[src/rtl/grf_wr_arbiter_if.sv]
// Bundle of the WB request, MD result handshake and GRF write-port signals
// around grf_wr_arbiter. slave is the arbiter's view, master the environment's.
interface grf_wr_arbiter_if;
   logic        wb_we;
   logic [4:0]  wb_a3;
   logic [31:0] wb_wd;
   logic [31:0] wb_pc;
   logic        wb_stall;

   logic        md_valid;
   logic [4:0]  md_a3;
   logic [31:0] md_wd;
   logic [31:0] md_pc;
   logic        md_ready;

   logic        grf_we;
   logic [4:0]  grf_a3;
   logic [31:0] grf_wd;
   logic [31:0] grf_pc;
   logic        md_pending;

   modport slave (
      input  wb_we, wb_a3, wb_wd, wb_pc,
      input  md_valid, md_a3, md_wd, md_pc,
      output wb_stall, md_ready,
      output grf_we, grf_a3, grf_wd, grf_pc, md_pending
   );

   modport master (
      output wb_we, wb_a3, wb_wd, wb_pc,
      output md_valid, md_a3, md_wd, md_pc,
      input  wb_stall, md_ready,
      input  grf_we, grf_a3, grf_wd, grf_pc, md_pending
   );
endinterface

[src/rtl/grf_wr_arbiter.sv]
// Shares the GRF write port between WB (priority) and a 2-entry MD result FIFO.
// Define GRF_ARB_STARVE_GUARD_EN to force an MD grant after STARVE_LIMIT WB wins.
module grf_wr_arbiter #(
   parameter int unsigned STARVE_LIMIT = 4
) (
   input logic               clk,
   input logic               reset,
   grf_wr_arbiter_if.slave   io_arb
);

   typedef struct packed {
      logic [4:0]  a3;
      logic [31:0] wd;
      logic [31:0] pc;
   } entry_t;

   typedef enum logic [1:0] {
      EMPTY = 2'd0,
      ONE   = 2'd1,
      FULL  = 2'd2
   } fill_e;

   fill_e  r_count;
   logic   r_wr_ptr;
   logic   r_rd_ptr;
   entry_t r_mem [2];

   logic   w_md_ready;
   logic   w_push;
   logic   w_wb_req;
   logic   w_force;
   logic   w_grant_wb;
   logic   w_grant_md;
   entry_t w_head;

   // md_ready looks only at registered fill level, so no md_* -> output path exists
   assign w_md_ready = (r_count != FULL) && !reset;
   assign w_push     = io_arb.md_valid && w_md_ready && (io_arb.md_a3 != 5'd0);
   assign w_wb_req   = io_arb.wb_we && (io_arb.wb_a3 != 5'd0);
   assign w_head     = r_mem[r_rd_ptr];

   assign w_grant_wb = !reset && w_wb_req && !w_force;
   assign w_grant_md = !reset && (r_count != EMPTY) && (w_force || !w_wb_req);

`ifdef GRF_ARB_STARVE_GUARD_EN
   logic [3:0] r_starve_cnt;

   assign w_force         = (r_count != EMPTY) && (r_starve_cnt == 4'(STARVE_LIMIT));
   assign io_arb.wb_stall = !reset && w_force && w_wb_req;

   always_ff @(posedge clk) begin
      if (reset) begin
         r_starve_cnt <= 4'd0;
      end else if ((r_count == EMPTY) || w_grant_md) begin
         r_starve_cnt <= 4'd0;
      end else if (w_grant_wb) begin
         r_starve_cnt <= r_starve_cnt + 4'd1;
      end
   end
`else
   assign w_force         = 1'b0;
   assign io_arb.wb_stall = 1'b0;
`endif

   // NOTE: state registers use non-blocking (<=) so every flop samples pre-edge values.
   always_ff @(posedge clk) begin
      if (reset) begin
         r_count  <= EMPTY;
         r_wr_ptr <= 1'b0;
         r_rd_ptr <= 1'b0;
      end else begin
         if (w_push)     r_wr_ptr <= ~r_wr_ptr;
         if (w_grant_md) r_rd_ptr <= ~r_rd_ptr;
         case ({w_push, w_grant_md})
            2'b10:   r_count <= (r_count == EMPTY) ? ONE : FULL;
            2'b01:   r_count <= (r_count == FULL) ? ONE : EMPTY;
            default: r_count <= r_count;
         endcase
      end
   end

   // NOTE: storage has no reset; count/pointers alone decide which entries are live.
   always_ff @(posedge clk) begin
      if (w_push) begin
         r_mem[r_wr_ptr] <= '{a3: io_arb.md_a3, wd: io_arb.md_wd, pc: io_arb.md_pc};
      end
   end

   // NOTE: every output gets a default first so the mux cannot infer a latch.
   always_comb begin
      io_arb.grf_we = 1'b0;
      io_arb.grf_a3 = 5'd0;
      io_arb.grf_wd = 32'd0;
      io_arb.grf_pc = 32'd0;
      if (w_grant_wb) begin
         io_arb.grf_we = 1'b1;
         io_arb.grf_a3 = io_arb.wb_a3;
         io_arb.grf_wd = io_arb.wb_wd;
         io_arb.grf_pc = io_arb.wb_pc;
      end else if (w_grant_md) begin
         io_arb.grf_we = 1'b1;
         io_arb.grf_a3 = w_head.a3;
         io_arb.grf_wd = w_head.wd;
         io_arb.grf_pc = w_head.pc;
      end
   end

   assign io_arb.md_ready   = w_md_ready;
   assign io_arb.md_pending = (r_count != EMPTY);

endmodule

[src/flat_wrapper.sv]
// flat-port wrapper written by rule: the top's interface ports become plain ports
module grf_wr_arbiter_flat 
#(
   parameter int unsigned STARVE_LIMIT = 4
)
  (clk, reset, io_arb_wb_we, io_arb_wb_a3, io_arb_wb_wd, io_arb_wb_pc, io_arb_md_valid, io_arb_md_a3, io_arb_md_wd, io_arb_md_pc, io_arb_wb_stall, io_arb_md_ready, io_arb_grf_we, io_arb_grf_a3, io_arb_grf_wd, io_arb_grf_pc, io_arb_md_pending);
  grf_wr_arbiter_if io_arb_i ();
  input logic clk;
  input logic reset;
  input wire logic [$bits(io_arb_i.wb_we)-1:0] io_arb_wb_we;
  input wire logic [$bits(io_arb_i.wb_a3)-1:0] io_arb_wb_a3;
  input wire logic [$bits(io_arb_i.wb_wd)-1:0] io_arb_wb_wd;
  input wire logic [$bits(io_arb_i.wb_pc)-1:0] io_arb_wb_pc;
  input wire logic [$bits(io_arb_i.md_valid)-1:0] io_arb_md_valid;
  input wire logic [$bits(io_arb_i.md_a3)-1:0] io_arb_md_a3;
  input wire logic [$bits(io_arb_i.md_wd)-1:0] io_arb_md_wd;
  input wire logic [$bits(io_arb_i.md_pc)-1:0] io_arb_md_pc;
  output wire logic [$bits(io_arb_i.wb_stall)-1:0] io_arb_wb_stall;
  output wire logic [$bits(io_arb_i.md_ready)-1:0] io_arb_md_ready;
  output wire logic [$bits(io_arb_i.grf_we)-1:0] io_arb_grf_we;
  output wire logic [$bits(io_arb_i.grf_a3)-1:0] io_arb_grf_a3;
  output wire logic [$bits(io_arb_i.grf_wd)-1:0] io_arb_grf_wd;
  output wire logic [$bits(io_arb_i.grf_pc)-1:0] io_arb_grf_pc;
  output wire logic [$bits(io_arb_i.md_pending)-1:0] io_arb_md_pending;
  assign io_arb_i.wb_we = io_arb_wb_we;
  assign io_arb_i.wb_a3 = io_arb_wb_a3;
  assign io_arb_i.wb_wd = io_arb_wb_wd;
  assign io_arb_i.wb_pc = io_arb_wb_pc;
  assign io_arb_i.md_valid = io_arb_md_valid;
  assign io_arb_i.md_a3 = io_arb_md_a3;
  assign io_arb_i.md_wd = io_arb_md_wd;
  assign io_arb_i.md_pc = io_arb_md_pc;
  assign io_arb_wb_stall = io_arb_i.wb_stall;
  assign io_arb_md_ready = io_arb_i.md_ready;
  assign io_arb_grf_we = io_arb_i.grf_we;
  assign io_arb_grf_a3 = io_arb_i.grf_a3;
  assign io_arb_grf_wd = io_arb_i.grf_wd;
  assign io_arb_grf_pc = io_arb_i.grf_pc;
  assign io_arb_md_pending = io_arb_i.md_pending;
  grf_wr_arbiter #(.STARVE_LIMIT(STARVE_LIMIT)) u_core (.clk(clk), .reset(reset), .io_arb(io_arb_i));
endmodule
[config.mk]
export PLATFORM = sky130hd
export DESIGN_NAME = grf_wr_arbiter_flat
export DESIGN_NICKNAME = d
export VERILOG_FILES = /design/src/rtl/grf_wr_arbiter_if.sv /design/src/rtl/grf_wr_arbiter.sv /design/src/flat_wrapper.sv
export SDC_FILE = /design/constraint.sdc
export NUM_CORES = 1
export LEC_CHECK = 0
export CORE_MARGIN = 2
export CORE_UTILIZATION = 46
export DETAILED_ROUTE_END_ITERATION = 8
export PLACE_DENSITY_LB_ADDON = 0.08
export SLEW_MARGIN = 20
export SYNTH_ARGS = -nofsm -noshare
export SYNTH_HDL_FRONTEND = slang
export SYNTH_SLANG_ARGS = --single-unit
[constraint.sdc]
create_clock -name clk -period 5.5 [get_ports clk]
set_clock_uncertainty 0.2 [all_clocks]
set_input_delay 1.1 -clock clk [delete_from_list [all_inputs] [get_ports clk]]
set_output_delay 1.1 -clock clk [all_outputs]
set_load 0.02 [all_outputs]
==> results of run 1 <==
[sequential cells by signal, summed over array words and instances (netlist names), named ones only]
| register | count |
|---|---|
| u_core.r_mem | 138 |
| u_core.r_rd_ptr | 1 |
| u_core.r_wr_ptr | 1 |
| u_core.r_count | 2 |
[logic make-up (layout without fill, tap and decap cells)]
family | count (synthesis) | count (layout) | share of synthesized area
AND/OR/NAND/NOR | 148 | 148 | 0.104
flip-flops | 143 | 143 | 0.667
AO/OA/AOI/OAI | 80 | 80 | 0.0659
multiplexers | 70 | 70 | 0.124
buffers and inverters | 43 | 256 | 0.0352
adder cells (fa/ha/maj) | 1 | 1 | 0.00197
other | 1 | 1 | 0.000590
XOR/XNOR | 1 | 1 | 0.00138
[path summary, 6_finish.rpt]
path	from	to	slack, ns	depth (start not counted)
setup / recovery	io_arb_wb_we	io_arb_grf_pc[25]	0.51	6
hold / removal	u_core.r_wr_ptr	u_core.r_wr_ptr	0.32	1
setup reg to reg	u_core.r_count[0]	u_core.r_mem[1][46]	2.44	5
hold reg to reg	u_core.r_wr_ptr	u_core.r_wr_ptr	0.32	1
[cell type report]
| type | instances | share of cell area |
|---|---|---|
| repair buffers | 220 | 0.238 |
| well taps | 176 | 0.0239 |
| clock buffers | 19 | 0.0470 |
| flip-flops and latches | 143 | 0.461 |
| multi-input cells | 301 | 0.207 |
| inverters | 4 | 0.00163 |
| clock inverters | 13 | 0.0211 |
[stage by stage]
stage | setup slack (ns) | power, W | hold slack (ns) | cells | utilization
final | 0.511 | 0.00290 | 0.323 | 876 | 0.690
after global routing | 0.380 | 0.00302 | 0.342 | 876 | 0.690
after CTS | 0.494 | 0.00293 | 0.318 | 876 | 0.690
after detailed placement | 0.519 | 0.00173 | 0.308 | 844 | 0.643
after global placement | 0.577 | 0.00172 | 0.282 | 844 | 0.643
after floorplan | 0.112 | 0.00151 | 0.250 | 487 | -
[layout by cell type, fill, tap and decap left out, types with 2 or more instances in the layout]
master,synthesis,routed
clkinv_1,0,3
clkdlybuf4s50_1,0,212
nand2_1,69,69
dfxtp_1,5,4
nor3_1,2,2
a21oi_1,75,75
clkbuf_1,23,2
nor2_1,4,2
buf_4,2,6
inv_1,3,3
bufinv_16,0,5
clkinv_2,0,2
mux2_2,69,69
nor2_4,0,2
clkinvlp_4,0,3
edfxtp_1,138,138
clkbuf_16,0,17
nand3_1,69,69
[layer usage]
layer | GRT usage | part of all wire | vias up | wire, um
met5 | 0 | 0 | - | 0
met4 | 0.0884 | 0.018 | 0 | 265
met3 | 0.0515 | 0.053 | 21 | 793
met2 | 0.358 | 0.51 | 153 | 7720
met1 | 0.244 | 0.41 | 2191 | 6230
li1 | - | - | 2210 | -
[power groups by stage]
| stage | combinational, W | sequential, W | clock, W |
|---|---|---|---|
| finish | 0.000421 | 0.00128 | 0.00120 |
| global route | 0.000452 | 0.00129 | 0.00128 |
| CTS | 0.000425 | 0.00128 | 0.00123 |
| detailed placement | 0.000422 | 0.00130 | 0 |
| global placement | 0.000415 | 0.00130 | 0 |
| floorplan | 0.000227 | 0.00129 | 0 |
==> results.yml, run 1 <==
cts:
  cts_tree: "built"
  cts_root_buf: "clkbuf_16"
  cts_num_sinks: 143
  htree_levels: 4
  cts_resized: 0
  clockBufferDepth: 2
  postCtsSetupBuffers: 0
  worstSkewPairLatency_ns: 0.41
  path_clk_slew_ns: 0.05
  numCtsBuffers: 17
  hold_buffers: 0
logic_synthesis:
  synth_fp_nets: 630
  syn_area_sq_um: 6360
  syn_avg_cell_area_sq_um: 13.1
  yosysMostFrequentCell: "edfxtp_1"
  ys_top_cells_by_area: "edfxtp_1 65%, mux2_2 12%, a21oi_1 5.9%"
  synth_top_area_cell: "edfxtp_1"
  synthDominantCellAreaShare: 0.652
  yosys_most_used_dff: "edfxtp_1"
  synth-seq-cells: 143
  synth_cell_type_count: 27
  synth_edf_count: 138
  synthTopCellsByCount: "138 x edfxtp_1, 75 x a21oi_1, 69 x mux2_2, 69 x nand2_1, 69 x nand3_1"
  async_flop_share: 0
  postSynthCellCount: 487
  synth-seq-area-share: 0.667
  yosysWarnings: 0
outcome:
  status: "complete, no violations"
die:
  start_util: 0.476
  io-pin-count: 215
  core_sq_um: 13300
  die_h_um: 122
  fp.dieW_um: 122
  die_area_sq_um: 14800
  rows: 42
timing:
  tightest_slew_ns: 0.983
  slew_violations: 0
  setup-violations-final: 0
  hold_viol_final: 0
  min_period_over_period: 0.907
  finalCriticalPeriod_ns: 4.99
  setup_tns_ns: 0
  slew_headroom: 0.345
  rsz0062_at_grt: "no"
  max_freq_ghz: 0.200
global_route:
  gr-usage-all-layers: 0.206
  grt_max_degree: 71
  grt.overflow.total: 0
  grt_pass1_vias: 4756
  antenna_found_initial: 0
  grt_first_pass_wirelength_mm: 23.2
critical_path:
  critPathSlowestCell: "clkdlybuf4s50_1"
  crit_chain: "clkdlybuf4s50_1, o21a_2, buf_4, nand2_1, a21oi_1, clkdlybuf4s50_1"
  end_kind: "primary output"
  cpPeakStageDelay_ns: 0.64
  start_kind: "primary input"
  crit_fanout: 35
  required_ns: 4.20
  cp_top_family: "buffers and inverters"
  critical-path-top-cell-by-count: "clkdlybuf4s50_1"
  crit_type: "primary input to primary output"
  arrival_ns: 3.69
  crit_buf_inv: 3
power_and_ir_drop:
  p_seq_frac: 0.441
  leakagePower_nw: 3.06
  clkPwrFrac: 0.414
  intPower_w: 0.00227
  power.share.switching: 0.218
  p_sw_w: 0.000634
  ir_worst_vdd_mv: 0.230
  comb_power_share: 0.145
  powerDensity_nw_per_um2: 315
hold_path:
  hold_class: "flip-flop to flip-flop"
placement:
  io_buffers: 213
  gp_routability_congestion: 0.764
  placed_cell_area_sq_um: 8580
  dpl.hpwl_mm: 9.57
routing:
  wirelength_mm: 15.0
  drtPass1Iterations: 4
  drt_drc_violations_left: 0
  drt-initial-drc-count: 176
  wire_per_inst_um: 17.1
  drtAntennaViolNets: 0
  vias_per_cell: 5.22
  vias: 4575
run:
  maxCapViolCount: 0
final_layout:
  multiInputGateArea_sq_um: 1910
  drive_gt1_frac: 0.159
  num_antenna_cells: 0
  area.growth.synth_to_final_pct: 44.8
  fin_nets: 830
  seq_area_sq_um: 4250
  fillCellCount: 972
  final_area_sq_um: 9210
Power figures use the tool's default switching activity.
==> run 2: changes to the inputs <==
ABC_CLOCK_PERIOD_IN_PS = 5500   (was unset)
==> results of run 2 <==
The final DEF is identical to that of run 1; final timing and power are the same.
